$ cat src/rtl/alu_cmd_sequencer.sv
// alu_cmd_sequencer: accepts ALU commands, drives registered operands to an external ALU, returns the settled result.
// Optional accumulator-as-operand-a feature enabled by defining ALU_SEQ_ACC_EN.
module alu_cmd_sequencer #(
    parameter int WIDTH  = 4,
    parameter int SETTLE = 1,
    parameter int CNTW   = 8
) (
    input  logic             clk,
    input  logic             rst,
    input  logic             cmd_valid,
    output logic             cmd_ready,
    input  logic [1:0]       cmd_op,
    input  logic [WIDTH-1:0] cmd_a,
    input  logic [WIDTH-1:0] cmd_b,
    input  logic             cmd_acc,
    output logic [1:0]       alu_opcode,
    output logic [WIDTH-1:0] alu_a,
    output logic [WIDTH-1:0] alu_b,
    input  logic [WIDTH-1:0] alu_result,
    output logic             rsp_valid,
    input  logic             rsp_ready,
    output logic [WIDTH-1:0] rsp_data,
    output logic [1:0]       rsp_op,
    output logic [CNTW-1:0]  txn_count
);
    localparam int CW = SETTLE > 1 ? $clog2(SETTLE) : 1;
    typedef enum logic [1:0] {IDLE, DRIVE, DONE} state_e;
    state_e state_q, state_d;
    logic [CW-1:0]    cnt_q, cnt_d;
    logic [1:0]       op_q, op_d, rop_q, rop_d;
    logic [WIDTH-1:0] a_q, a_d, b_q, b_d, data_q, data_d, a_src;
    logic [CNTW-1:0]  txn_q, txn_d;
    logic             accept, capture, release_rsp;
    assign accept      = state_q == IDLE && cmd_valid;
    assign capture     = state_q == DRIVE && cnt_q == '0;
    assign release_rsp = state_q == DONE && rsp_ready;
`ifdef ALU_SEQ_ACC_EN
    logic [WIDTH-1:0] acc_q;
    always_ff @(posedge clk or posedge rst) begin
        if (rst) acc_q <= '0;
        else if (capture) acc_q <= alu_result;
    end
    assign a_src = cmd_acc ? acc_q : cmd_a;
`else
    logic unused_acc;
    assign unused_acc = cmd_acc;
    assign a_src = cmd_a;
`endif
    always_ff @(posedge clk or posedge rst) begin
        if (rst) state_q <= IDLE;
        else state_q <= state_d;
    end
    always_comb begin
        state_d = accept ? DRIVE : capture ? DONE : release_rsp ? IDLE : state_q;
    end
    always_comb begin
        cmd_ready = state_q == IDLE;
        rsp_valid = state_q == DONE;
    end
    // Operands load only on accept, so they cannot move while the ALU settles.
    always_comb begin
        op_d   = accept ? cmd_op : op_q;
        a_d    = accept ? a_src : a_q;
        b_d    = accept ? cmd_b : b_q;
        cnt_d  = accept ? CW'(SETTLE - 1) : (state_q == DRIVE && cnt_q != '0) ? cnt_q - CW'(1) : cnt_q;
        data_d = capture ? alu_result : data_q;
        rop_d  = capture ? op_q : rop_q;
        txn_d  = release_rsp ? txn_q + CNTW'(1) : txn_q;
    end
    always_ff @(posedge clk or posedge rst) begin
        if (rst) begin
            op_q   <= '0;
            a_q    <= '0;
            b_q    <= '0;
            cnt_q  <= '0;
            data_q <= '0;
            rop_q  <= '0;
            txn_q  <= '0;
        end else begin
            op_q   <= op_d;
            a_q    <= a_d;
            b_q    <= b_d;
            cnt_q  <= cnt_d;
            data_q <= data_d;
            rop_q  <= rop_d;
            txn_q  <= txn_d;
        end
    end
    assign alu_opcode = op_q;
    assign alu_a      = a_q;
    assign alu_b      = b_q;
    assign rsp_data   = data_q;
    assign rsp_op     = rop_q;
    assign txn_count  = txn_q;
endmodule

$ cat config.mk
export PLATFORM = sky130hd
export DESIGN_NAME = alu_cmd_sequencer
export DESIGN_NICKNAME = d
export VERILOG_FILES = /design/src/rtl/alu_cmd_sequencer.sv
export SDC_FILE = /design/constraint.sdc
export NUM_CORES = 1
export LEC_CHECK = 0
export ABC_AREA = 1
export ABC_CLOCK_PERIOD_IN_PS = 1900
export BUFFER_PORTS_ARGS = -buffer_cell sky130_fd_sc_hd__clkbuf_2
export CORE_MARGIN = 2
export CORE_UTILIZATION = 51
export DETAILED_ROUTE_END_ITERATION = 16
export PLACE_DENSITY_LB_ADDON = 0.15
export SLEW_MARGIN = 10
export SYNTH_ARGS = -nofsm -noshare
export SYNTH_HDL_FRONTEND = slang
export SYNTH_SLANG_ARGS = --single-unit
$ cat constraint.sdc
create_clock -name clk -period 1.9 [get_ports clk]
set_input_delay 0.19 -clock clk [delete_from_list [all_inputs] [get_ports clk]]
set_output_delay 0.19 -clock clk [all_outputs]
set_load 0.05 [all_outputs]
* Word level (Yosys, flattened, before mapping)
Cells that the tools add are included.
** Word-level totals
- Output and inout port bits :: 26
- Word-level logic and storage cells :: 25
- Bits in registers :: 27
- Input bits :: 19
** Cells by class
- Bitwise gates (word level) :: 1
- Eq/ne operators :: 2
- Add/subtract/negate cells :: 2
- Mux-type cells :: 5
- Reductions and logical operators :: 7
** Operators by type and width (count)
- $add 8x1->8 const B :: 1
- $mux 2 :: 3
- $logic_and 1x1->1 :: 4
- $reduce_bool 3->1 :: 1
- $eq 2x1->1 const B :: 1
- $eq 2x2->1 const B :: 1
- $logic_not 2->1 :: 1
- $mux 1 :: 2
- $reduce_bool 2->1 :: 1
- $not 1->1 :: 1
- $sub 1x1->1 const B :: 1

* Longest topological paths before layout
Gate-level depths: netlist (run 1).
- Depth in word-level cells :: 5
- Gate-level depth with buffers :: 7
- Depth with buffers taken out :: 7

* Worst setup path after synthesis (run 1)
Ideal clock, no wire load.
- Path kind :: flip-flop to flip-flop
- Start point :: register state_q[0]
- End point :: register op_q[1], in the netlist alu_opcode[1]
- Period minus slack after synthesis :: 1.477 ns
- Data arrival time :: 1.359 ns
- Required time :: 1.782 ns
- Library setup time :: 0.118 ns
- Path buffers :: 1
- Stages on the path, launching flop included :: 6
- Slack :: 0.423 ns
- Path through :: dfrtp_1 nor2_2 nand2_1 buf_4 nand2_1 nand2_1
** On the way
- Longest elaborated chain between the ends :: 2
** Ends and longest elaborated chain
- from (decl) :: RTL line 28 : state_e state_q, state_d;
- from (signal assigned) :: RTL line 51 : else state_q <= state_d;
- $logic_not 2->1
- named net cmd_ready :: RTL line 11 : output logic cmd_ready,
- $logic_and 1x1->1 :: RTL line 34 : assign accept = state_q == IDLE && cmd_valid;
- to (signal assigned) :: RTL line 80 : op_q <= op_d;
- to (decl) :: RTL line 30 : logic [1:0] op_q, op_d, rop_q, rop_d;
The timed path passes the listed nets, and every way through them passes these cells.
A chain may end at the register's enable or synchronous reset.

* Worst setup path in the final report (run 1)
- Start point :: register state_q[1]
- End point :: output port rsp_valid
** On the way
- Longest elaborated chain between the ends :: 1
** Ends and longest elaborated chain
- $eq 2x2->1 :: RTL line 58 : rsp_valid = state_q == DONE;
- to (decl) :: RTL line 20 : output logic rsp_valid,
No other way between the ends.

==> results.sh, run 1 <==
export IMPL_outcome="finished, final reports clean"
export IMPL_synthCells=131
export IMPL_slew_violations=0
export IMPL_synth_cell_type_count=17
export IMPL_drive_gt1_frac=0.309
export IMPL_synth_area_um2=1160
export IMPL_path_cells="inv_1, nor2_1, clkbuf_2"
export IMPL_multiInputGateArea_um2=410
export IMPL_critPathLaunch="state_q[1]$_DFFE_PP0P_"
export IMPL_yosysTopAreaCellShare=0.582
export IMPL_io_pins=45
export IMPL_crit_type="reg -> out"
export IMPL_grt_first_pass_wirelength_um=3860
export IMPL_final_hold_viol_count=0
export IMPL_vias=964
export IMPL_placed_cell_area_um2=1400
export IMPL_period_share=0.753
export IMPL_power_switching_share=0.202
export IMPL_postRouteAntennaNets=0
export IMPL_dp_hpwl_um=1620
export IMPL_die_area_um2=2670
export IMPL_diodes=0
export IMPL_die_width_um=51.7
export IMPL_path_clk_slew_ns=0.13
export IMPL_cp_max_fo=3
export IMPL_fillers=188
export IMPL_cts_inserted_buffers=3
export IMPL_seqPwrFrac=0.683
export IMPL_synthFlopType="dfrtp_1"
export IMPL_start_util=0.530
export IMPL_grt_usage=0.193
export IMPL_gp_congestion=0.725
export IMPL_regArea_um2=676
export IMPL_num_rows=17
export IMPL_hp_start="cmd_a[1]"
export IMPL_cp_end_kind="primary output"
export IMPL_instances_no_fill=206
export IMPL_grt_pass1_vias=946
export IMPL_seq_area_frac_synth=0.582
export IMPL_antenna_found_initial=0
export IMPL_slowest_delay_ns=0.45
export IMPL_intPower_uw=672
export IMPL_worstPathRequired_ns=1.71
export IMPL_dr_pass1_iters=4
export IMPL_cts_tree="done"
export IMPL_synth_edf_count=0
export IMPL_fp_dieH_um=51.7
export IMPL_finalCriticalPeriod_ns=1.43
export IMPL_async_flop_share=1.00
export IMPL_worst_clock_skew_ns=0.00406
export IMPL_clock_path_buffers=2
export IMPL_viasPerCell=4.68
export IMPL_cts_root_buf="clkbuf_4"
export IMPL_pwr_share_comb=0.037
export IMPL_cp_slowest_cell="dfrtp_1"
export IMPL_start_kind="flop"
export IMPL_nets=199
export IMPL_drt_iter0_markers=6
export IMPL_drcViolationCount=0
export IMPL_ys_ff_latch=27
export IMPL_hp_class="in -> reg"
export IMPL_max_cap_violations=0
export IMPL_crit_buf_inv=2
export IMPL_yosysWarnings=0
export IMPL_syn_to_final_growth_pct=23.7
export IMPL_grt_overflow=0
export IMPL_power_switching_uw=170
export IMPL_grt_start_max_net_pins=28
export IMPL_arrival_ns=1.24
export IMPL_clkLatencyLatePin_ns=0.31
export IMPL_power_density_nw_per_um2=586
export IMPL_syn_nets=151
export IMPL_htree_levels=1
export IMPL_timing_hold_ws_ns=0.0623
export IMPL_synthTopCellsByArea="dfrtp_1 (58%), nand2_1 (20%), nand3_1 (4.7%)"
export IMPL_cts_sinks=27
export IMPL_place_inst=201
export IMPL_pwr_share_clk=0.280
export IMPL_grt_setup_unrepaired="false"
export IMPL_synth_top_area_cell="dfrtp_1"
export IMPL_post_cts_buffers=0
export IMPL_tns_ns=0
export IMPL_rr_startpoint="state_q[0]$_DFFE_PP0P_"
export IMPL_final_area_um2=1440
export IMPL_setup_viol_count_final=0
export IMPL_routed_wl_um=2140
export IMPL_wl_per_cell_um=10.4
export IMPL_core_area_um2=2190
export IMPL_worstMarginPinSlew_ns=0.381
export IMPL_cpLargestDelayFamily="flip-flops"
export IMPL_post_synth_cell_area_avg_um2=8.86
export IMPL_port_buffers=43
export IMPL_slew_limit_headroom=0.745
export IMPL_max_freq_mhz=699
export IMPL_leakage_uw=0.000869
export IMPL_ir_worst_vdd_v=0.000409
## what timing repair did
item,CTS,global route
endpoints found under the hold margin,27,0
hold buffers,1,0
gates resized for setup,0,0
## power groups by stage
stage	clock network [uW]	registers, uW	logic (uW)
2_1_floorplan	0	586	8.56
3_3_place_gp	0	586	30.2
3_5_place_dp	0	586	30.8
4_1_cts	243	575	32.4
5_1_grt	269	575	36.6
6_report	235	575	31.4
## path summary, 6_finish.rpt
path                                             to  slack, ns  cells after the start
setup reg to reg               alu_a[0]$_DFFE_PP0P_       0.59                      5
min in group asynchronous      alu_a[3]$_DFFE_PP0P_       0.44                      4
hold reg to reg             rsp_data[1]$_DFFE_PP0P_       0.49                      2
setup / recovery                          rsp_valid       0.47                      3
max in group asynchronous  txn_count[3]$_DFFE_PP0P_       1.21                      4
hold / removal                 alu_a[1]$_DFFE_PP0P_       0.06                      3
## worst reg2reg max path, delay by kind of cell, from the launching register on
kind | cells | cell delay, ns
and+or+nand+nor | 4 | 0.56
DFF | 1 | 0.45
buffers and inverters | 1 | 0.26
## metrics by stage
stage	total power (uW)	setup WS [ns]	util
2_1_floorplan	594	0.423	-
3_3_place_gp	616	0.613	0.639
3_5_place_dp	616	0.594	0.639
4_1_cts	851	0.476	0.656
5_1_grt	880	0.420	0.656
6_report	841	0.470	0.656
## Yosys cell counts, types with 2 or more instances
| master | number |
|---|---|
| nor2_1 | 2 |
| nand2_1 | 62 |
| xor2_1 | 2 |
| inv_2 | 2 |
| xnor2_1 | 2 |
| nand3_1 | 11 |
| nor2_4 | 2 |
| inv_1 | 13 |
| dfrtp_1 | 27 |
## cell usage in the layout (no fill, tap or decap)
cell type / instances
nand2_1: 62
clkbuf_2: 43
o21ai_0: 1
nor2_2: 1
clkbuf_4: 3
nor2_4: 2
nand2_2: 1
inv_1: 13
xnor2_1: 2
ha_1: 1
xor2_1: 2
buf_4: 1
clkbuf_1: 1
nand3_4: 1
nor2_1: 2
dfrtp_1: 27
nand3_1: 11
dlygate4sd3_1: 1
inv_2: 2
nor3_2: 1
## logic make-up (layout without fill, tap and decap cells)
family | after synthesis | after routing | share of synthesized area
AOI/OAI and AO/OA | 1 | 1 | 0.00431
xor gates and xnor gates | 4 | 4 | 0.0302
adders and majority gates | 1 | 1 | 0.0108
buffers and inverters | 17 | 64 | 0.0647
DFF | 27 | 27 | 0.582
and+or+nand+nor | 81 | 81 | 0.308
## registers in the layout, summed over array words and instances (netlist names)
name,cells
txn_count,8
cnt_q,1
alu_b,4
alu_opcode,2
rsp_op,2
alu_a,4
state_q,2
rsp_data,4
## area by class of cell
type                    count  area share
inverters                  15      0.0392
well taps                  28      0.0244
flip-flops and latches     27       0.470
multi-input cells          87       0.286
clock buffers               4      0.0183
repair buffers             45       0.162
## routing by layer
layer,vias to the layer above,GRT usage,part of all wire
met4,0,0.0789,0.0080
met1,440,0.271,0.47
met2,32,0.303,0.47
li1,490,-,-
met3,2,0.0259,0.054
met5,-,0,0
No activity file was read; power rests on OpenSTA's default activity.
==> run 2: changes to the inputs <==
--- a/config.mk
+++ b/config.mk
@@ -6,10 +6,10 @@
 export NUM_CORES = 1
 export LEC_CHECK = 0
 export ABC_AREA = 1
-export ABC_CLOCK_PERIOD_IN_PS = 1900
+export ABC_CLOCK_PERIOD_IN_PS = 1450
 export BUFFER_PORTS_ARGS = -buffer_cell sky130_fd_sc_hd__clkbuf_2
 export CORE_MARGIN = 2
-export CORE_UTILIZATION = 51
+export CORE_UTILIZATION = 47
 export DETAILED_ROUTE_END_ITERATION = 16
 export PLACE_DENSITY_LB_ADDON = 0.15
 export SLEW_MARGIN = 10
==> constraint.sdc (replaced) <==
create_clock -name clk -period 1.45 [get_ports clk]
set_input_delay 0.145 -clock clk [delete_from_list [all_inputs] [get_ports clk]]
set_output_delay 0.145 -clock clk [all_outputs]
set_load 0.05 [all_outputs]
==> run 2 against run 1 <==
Setup slack got worse by 0.38 ns; die area up 7.8%; highest routed layer unchanged; register-to-register slack worse by 0.31 ns; sequential power grew 31%; core utilization shrank 2.5 points; critical path depth shrank 1; critical endpoint is now cmd_ready.
==> results.sh, run 2 (synthesis gave the netlist of run 1 again) <==
export IMPL_postRouteAntennaNets=0
export IMPL_slew_violations=0
export IMPL_drcViolationCount=0
export IMPL_grt_setup_unrepaired="false"
export IMPL_fin_util=0.630
export IMPL_cp_max_fo=5
export IMPL_htree_levels=1
export IMPL_io_pins=45
export IMPL_grt_usage=0.181
export IMPL_worstPathRequired_ns=1.31
export IMPL_cp_end_kind="primary output"
export IMPL_grt_util_met1=0.227
export IMPL_cts_root_buf="clkbuf_4"
export IMPL_holdPathEnd="alu_opcode[0]$_DFFE_PP0P_"
export IMPL_tns_ns=0
export IMPL_rr_startpoint="state_q[0]$_DFFE_PP0P_"
export IMPL_viasPerCell=4.53
export IMPL_worstHoldPathCells=3
export IMPL_timing_reg2reg_setup_slack_ns=0.28
export IMPL_grt_pass1_vias=884
export IMPL_nets=206
export IMPL_grt_start_max_net_pins=28
export IMPL_ir_worst_vdd_v=0.000629
export IMPL_max_freq_mhz=733
export IMPL_final_common_cell="nand2_1"
export IMPL_final_hold_viol_count=0
export IMPL_path_clk_slew_ns=0.14
export IMPL_start_kind="flop"
export IMPL_layout_common_cells="nand2_1 (62), clkbuf_2 (42), dfrtp_1 (24)"
export IMPL_gp_congestion=0.678
export IMPL_cts_sinks=27
export IMPL_cp_slowest_cell="dfrtp_1"
export IMPL_slowest_delay_ns=0.47
export IMPL_grt_util_met2=0.309
export IMPL_placed_cell_area_um2=1420
export IMPL_cts_tree="done"
export IMPL_hp_start="cmd_op[0]"
export IMPL_drt_iter0_markers=4
export IMPL_grt_busiest_layer="met2"
export IMPL_finalCriticalPeriod_ns=1.36
export IMPL_final_area_um2=1520
export IMPL_port_buffers=43
export IMPL_grt_first_pass_wirelength_um=3800
export IMPL_period_share=0.941
export IMPL_grt_util_met3=0.0250
export IMPL_arrival_ns=1.22
export IMPL_core_area_um2=2410
export IMPL_clkLatencyLatePin_ns=0.33
export IMPL_outcome="finished, final reports clean"
export IMPL_syn_to_final_growth_pct=30.8
export IMPL_leakage_uw=0.000897
export IMPL_drive_gt1_frac=0.324
export IMPL_r2r_cells=5
export IMPL_setup_viol_count_final=0
export IMPL_power_uw=1140
export IMPL_max_cap_violations=0
export IMPL_start_util=0.482
export IMPL_r2r_end="alu_b[1]$_DFFE_PP0P_"
export IMPL_place_ws_ns=0.282
export IMPL_path_cells="nor2_4, clkbuf_2"
export IMPL_post_route_worst_setup_slack_ns=0.0851
export IMPL_worst_clock_skew_ns=0.00804
export IMPL_diodes=0
export IMPL_hp_class="in -> reg"
export IMPL_dr_pass1_iters=4
export IMPL_slew_limit_headroom=0.771
export IMPL_wl_per_cell_um=11.0
export IMPL_grt_overflow=0
export IMPL_vias=974
export IMPL_num_rows=18
export IMPL_cts_inserted_buffers=3
export IMPL_die_area_um2=2880
export IMPL_die_width_um=53.7
export IMPL_largest_reg_flops=8
export IMPL_routed_wl_um=2370
export IMPL_crit_type="reg -> out"
export IMPL_worstMarginPinSlew_ns=0.343
export IMPL_clock_path_buffers=2
export IMPL_power_density_nw_per_um2=749
export IMPL_antenna_found_initial=0
export IMPL_fp_dieH_um=53.7
export IMPL_dp_hpwl_um=1690
[run 2: metrics by stage]
step                      std cells  hold slack (ns)
final                           215           0.0115
after detailed placement        204            0.207
after floorplan                 131            0.198
after CTS                       215          0.00439
after global placement          204            0.195
after global routing            215           0.0176
[run 2: worst max path at each step]
| stage | start | end | slack [ns] | cells past startpoint |
|---|---|---|---|---|
| floorplan | txn_count[3]$_DFFE_PP0P_ | txn_count[6]$_DFFE_PP0P_ | 0.12 | 5 |
| global placement | state_q[0]$_DFFE_PP0P_ | alu_b[0]$_DFFE_PP0P_ | 0.31 | 5 |
| detailed placement | state_q[0]$_DFFE_PP0P_ | alu_b[1]$_DFFE_PP0P_ | 0.28 | 5 |
| CTS | state_q[1]$_DFFE_PP0P_ | rsp_valid | 0.03 | 3 |
| global route | state_q[1]$_DFFE_PP0P_ | rsp_valid | 0.04 | 3 |
| finish | state_q[0]$_DFFE_PP0P_ | cmd_ready | 0.09 | 2 |
[run 2: per-layer routing]
metal / share of wire / wire (um) / up-vias
li1: - / - / 504
met1: 0.44 / 1040 / 446
met2: 0.52 / 1240 / 22
met3: 0.035 / 84 / 2
met4: 0.0042 / 10 / 0
met5: 0 / 0 / -
[run 2: what timing repair did]
item,CTS,global route
setup endpoints to repair,1,1
hold buffers,7,0
buffers inserted,0,0
endpoints found under the hold margin,33,0
resized for setup,1,1
gates cloned,0,0
[run 2: layout make-up]
type	instances	area, um^2
Fill cell	213	891
Sequential cell	27	679
Multi-Input combinational cell	87	415
Timing Repair Buffer	52	303
Inverter	15	56.3
Tap cell	30	37.5
Clock buffer	3	22.5
Clock inverter	1	5.00
[run 2: report_power, final]
part           internal [uW]  total (uW)  switching (uW)
registers                753         753               0
logic                   30.2        54.6            24.4
clock network            103         329             226
total                    887        1140             250
[run 2: critical path, delay by kind of cell, from the launching register on]
family	cells	cell delay [ns]
buffers and inverters	1	0.29
flip-flops	1	0.47
AND/OR/NAND/NOR	1	0.14
==> run 3: changes to the inputs <==
--- a/config.mk
+++ b/config.mk
@@ -6,10 +6,10 @@
 export NUM_CORES = 1
 export LEC_CHECK = 0
 export ABC_AREA = 1
-export ABC_CLOCK_PERIOD_IN_PS = 1450
+export ABC_CLOCK_PERIOD_IN_PS = 1800
 export BUFFER_PORTS_ARGS = -buffer_cell sky130_fd_sc_hd__clkbuf_2
 export CORE_MARGIN = 2
-export CORE_UTILIZATION = 47
+export CORE_UTILIZATION = 51
 export DETAILED_ROUTE_END_ITERATION = 16
 export PLACE_DENSITY_LB_ADDON = 0.15
 export SLEW_MARGIN = 10
==> constraint.sdc (replaced) <==
create_clock -name clk -period 1.8 [get_ports clk]
set_input_delay 0.18 -clock clk [delete_from_list [all_inputs] [get_ports clk]]
set_output_delay 0.18 -clock clk [all_outputs]
set_load 0.05 [all_outputs]
==> run 3 against run 2 <==
Clock skew down 0.0051 ns; flip-flop and latch count unchanged; critical path depth is the same; global-route usage rose by 0.96 points; count of clock-buffer cells in the layout grew 1; cell count shrank 4.2%; routed wire length is 11% lower; first-iteration DRC count increased by 130%; die area down 7.3%; via count down 2.1%; sequential power down 19%; critical path type unchanged.
==> results.sh, run 3 (synthesis gave the netlist of run 1 again) <==
export IMPL_largest_reg_flops=8
export IMPL_cts_root_buf="clkbuf_4"
export IMPL_grt_start_max_net_pins=28
export IMPL_grt_first_pass_wirelength_um=3770
export IMPL_dp_hpwl_um=1620
export IMPL_cts_tree="done"
export IMPL_period_share=0.776
export IMPL_io_pins=45
export IMPL_timing_hold_ws_ns=0.0537
export IMPL_leakage_uw=0.000869
export IMPL_grt_setup_unrepaired="false"
export IMPL_pwr_share_comb=0.037
export IMPL_cts_sinks=27
export IMPL_power_switching_share=0.203
export IMPL_postCtsHoldBufs=1
export IMPL_clock_path_buffers=2
export IMPL_intPower_uw=709
export IMPL_cts_inserted_buffers=3
export IMPL_pwr_share_clk=0.281
export IMPL_core_area_um2=2190
export IMPL_slew_limit_headroom=0.735
export IMPL_setup_viol_count_final=0
export IMPL_fp_dieH_um=51.7
export IMPL_dr_pass1_iters=3
export IMPL_seqPwrFrac=0.682
export IMPL_cp_slowest_cell="dfrtp_1"
export IMPL_post_cts_buffers=0
export IMPL_drive_gt1_frac=0.309
export IMPL_num_rows=17
export IMPL_finalCriticalPeriod_ns=1.40
export IMPL_slew_violations=0
export IMPL_htree_levels=1
export IMPL_max_freq_mhz=716
export IMPL_slowest_delay_ns=0.45
export IMPL_worst_clock_skew_ns=0.00299
export IMPL_postRouteAntennaNets=0
export IMPL_diodes=0
export IMPL_drt_iter0_markers=9
export IMPL_place_ws_ns=0.481
export IMPL_grt_pass1_vias=934
export IMPL_max_cap_violations=0
export IMPL_power_switching_uw=180
export IMPL_drcViolationCount=0
export IMPL_cp_end_kind="primary output"
export IMPL_ir_worst_vdd_v=0.000415
export IMPL_grt_overflow=0
export IMPL_syn_to_final_growth_pct=23.7
export IMPL_cp_max_fo=5
export IMPL_power_density_nw_per_um2=619
export IMPL_final_hold_viol_count=0
export IMPL_layout_common_cells="nand2_1 (62), clkbuf_2 (43), dfrtp_1 (27)"
export IMPL_viasPerCell=4.63
export IMPL_worstHoldPathCells=3
export IMPL_arrival_ns=1.22
export IMPL_placed_cell_area_um2=1400
export IMPL_routed_wl_um=2120
export IMPL_path_clk_slew_ns=0.13
export IMPL_tns_ns=0
export IMPL_antenna_found_initial=0
export IMPL_final_area_um2=1440
export IMPL_start_util=0.530
export IMPL_post_route_worst_setup_slack_ns=0.403
export IMPL_crit_type="reg -> out"
export IMPL_die_area_um2=2670
export IMPL_nets=199
export IMPL_clkLatencyLatePin_ns=0.31
export IMPL_wl_per_cell_um=10.3
export IMPL_r2r_cells=5
export IMPL_cts_resized=0
export IMPL_port_buffers=43
export IMPL_gp_congestion=0.725
export IMPL_die_width_um=51.7
export IMPL_worstMarginPinSlew_ns=0.397
export IMPL_fillers=182
export IMPL_start_kind="flop"
export IMPL_path_cells="nor2_2, clkbuf_2"
export IMPL_worstPathRequired_ns=1.62
export IMPL_outcome="finished, final reports clean"
export IMPL_vias=954
export IMPL_final_common_cell="nand2_1"
export IMPL_grt_usage=0.190
export IMPL_hp_class="in -> reg"
==> run 3: cell count changes in the layout (fill, tap and decap cells not counted), sizes merged <==
| cell | change |
|---|---|
| clkbuf | +1 |
| dlygate4sd3 | -6 |
| buf | -1 |
| clkinv | -1 |
==> run 3: critical path: cells and delay by family (launching register included) <==
kind                   cells  cell delay [ns]
buffers and inverters      1             0.29
DFF                        1             0.45
and+or+nand+nor            1             0.16
==> run 3: metrics by stage <==
stage | instances | util | total power, uW
after global routing | 206 | 0.656 | 928
after global placement | 201 | 0.639 | 650
after CTS | 206 | 0.656 | 904
final | 206 | 0.656 | 889
after detailed placement | 201 | 0.639 | 651
after floorplan | 131 | - | 627
==> run 3: power groups by stage <==
| stage | sequential, uW | combinational (uW) | clock, uW |
|---|---|---|---|
| after floorplan | 618 | 9.03 | 0 |
| after global placement | 618 | 31.9 | 0 |
| after detailed placement | 618 | 32.6 | 0 |
| after CTS | 607 | 34.4 | 263 |
| after global routing | 607 | 38.5 | 282 |
| final | 607 | 33.1 | 249 |
==> run 3: per-layer routing <==
metal,up-vias,share of wire,global-route usage
met1,434,0.46,0.248
met2,28,0.48,0.314
li1,490,-,-
met3,2,0.056,0.0345
met4,0,0.0080,0.0789
met5,-,0,0
==> run 3: worst paths after layout <==
check	start	to	slack [ns]
min in group asynchronous	rst	txn_count[7]$_DFFE_PP0P_	0.43
hold / removal	cmd_b[0]	alu_b[0]$_DFFE_PP0P_	0.05
setup / recovery	state_q[0]$_DFFE_PP0P_	cmd_ready	0.40
max in group asynchronous	rst	cnt_q$_DFFE_PP0P_	1.12
hold reg to reg	rsp_data[0]$_DFFE_PP0P_	rsp_data[0]$_DFFE_PP0P_	0.49
setup reg to reg	state_q[0]$_DFFE_PP0P_	alu_opcode[0]$_DFFE_PP0P_	0.48
==> run 3: cell type report <==
cell class / instances / area, um^2 / share of cell area
sequential: 27 / 676 / 0.470
clock buffer: 4 / 26.3 / 0.0183
multi-input combinational: 87 / 410 / 0.286
timing repair buffer: 45 / 233 / 0.162
tap: 28 / 35.0 / 0.0244
inverter: 15 / 56.3 / 0.0392
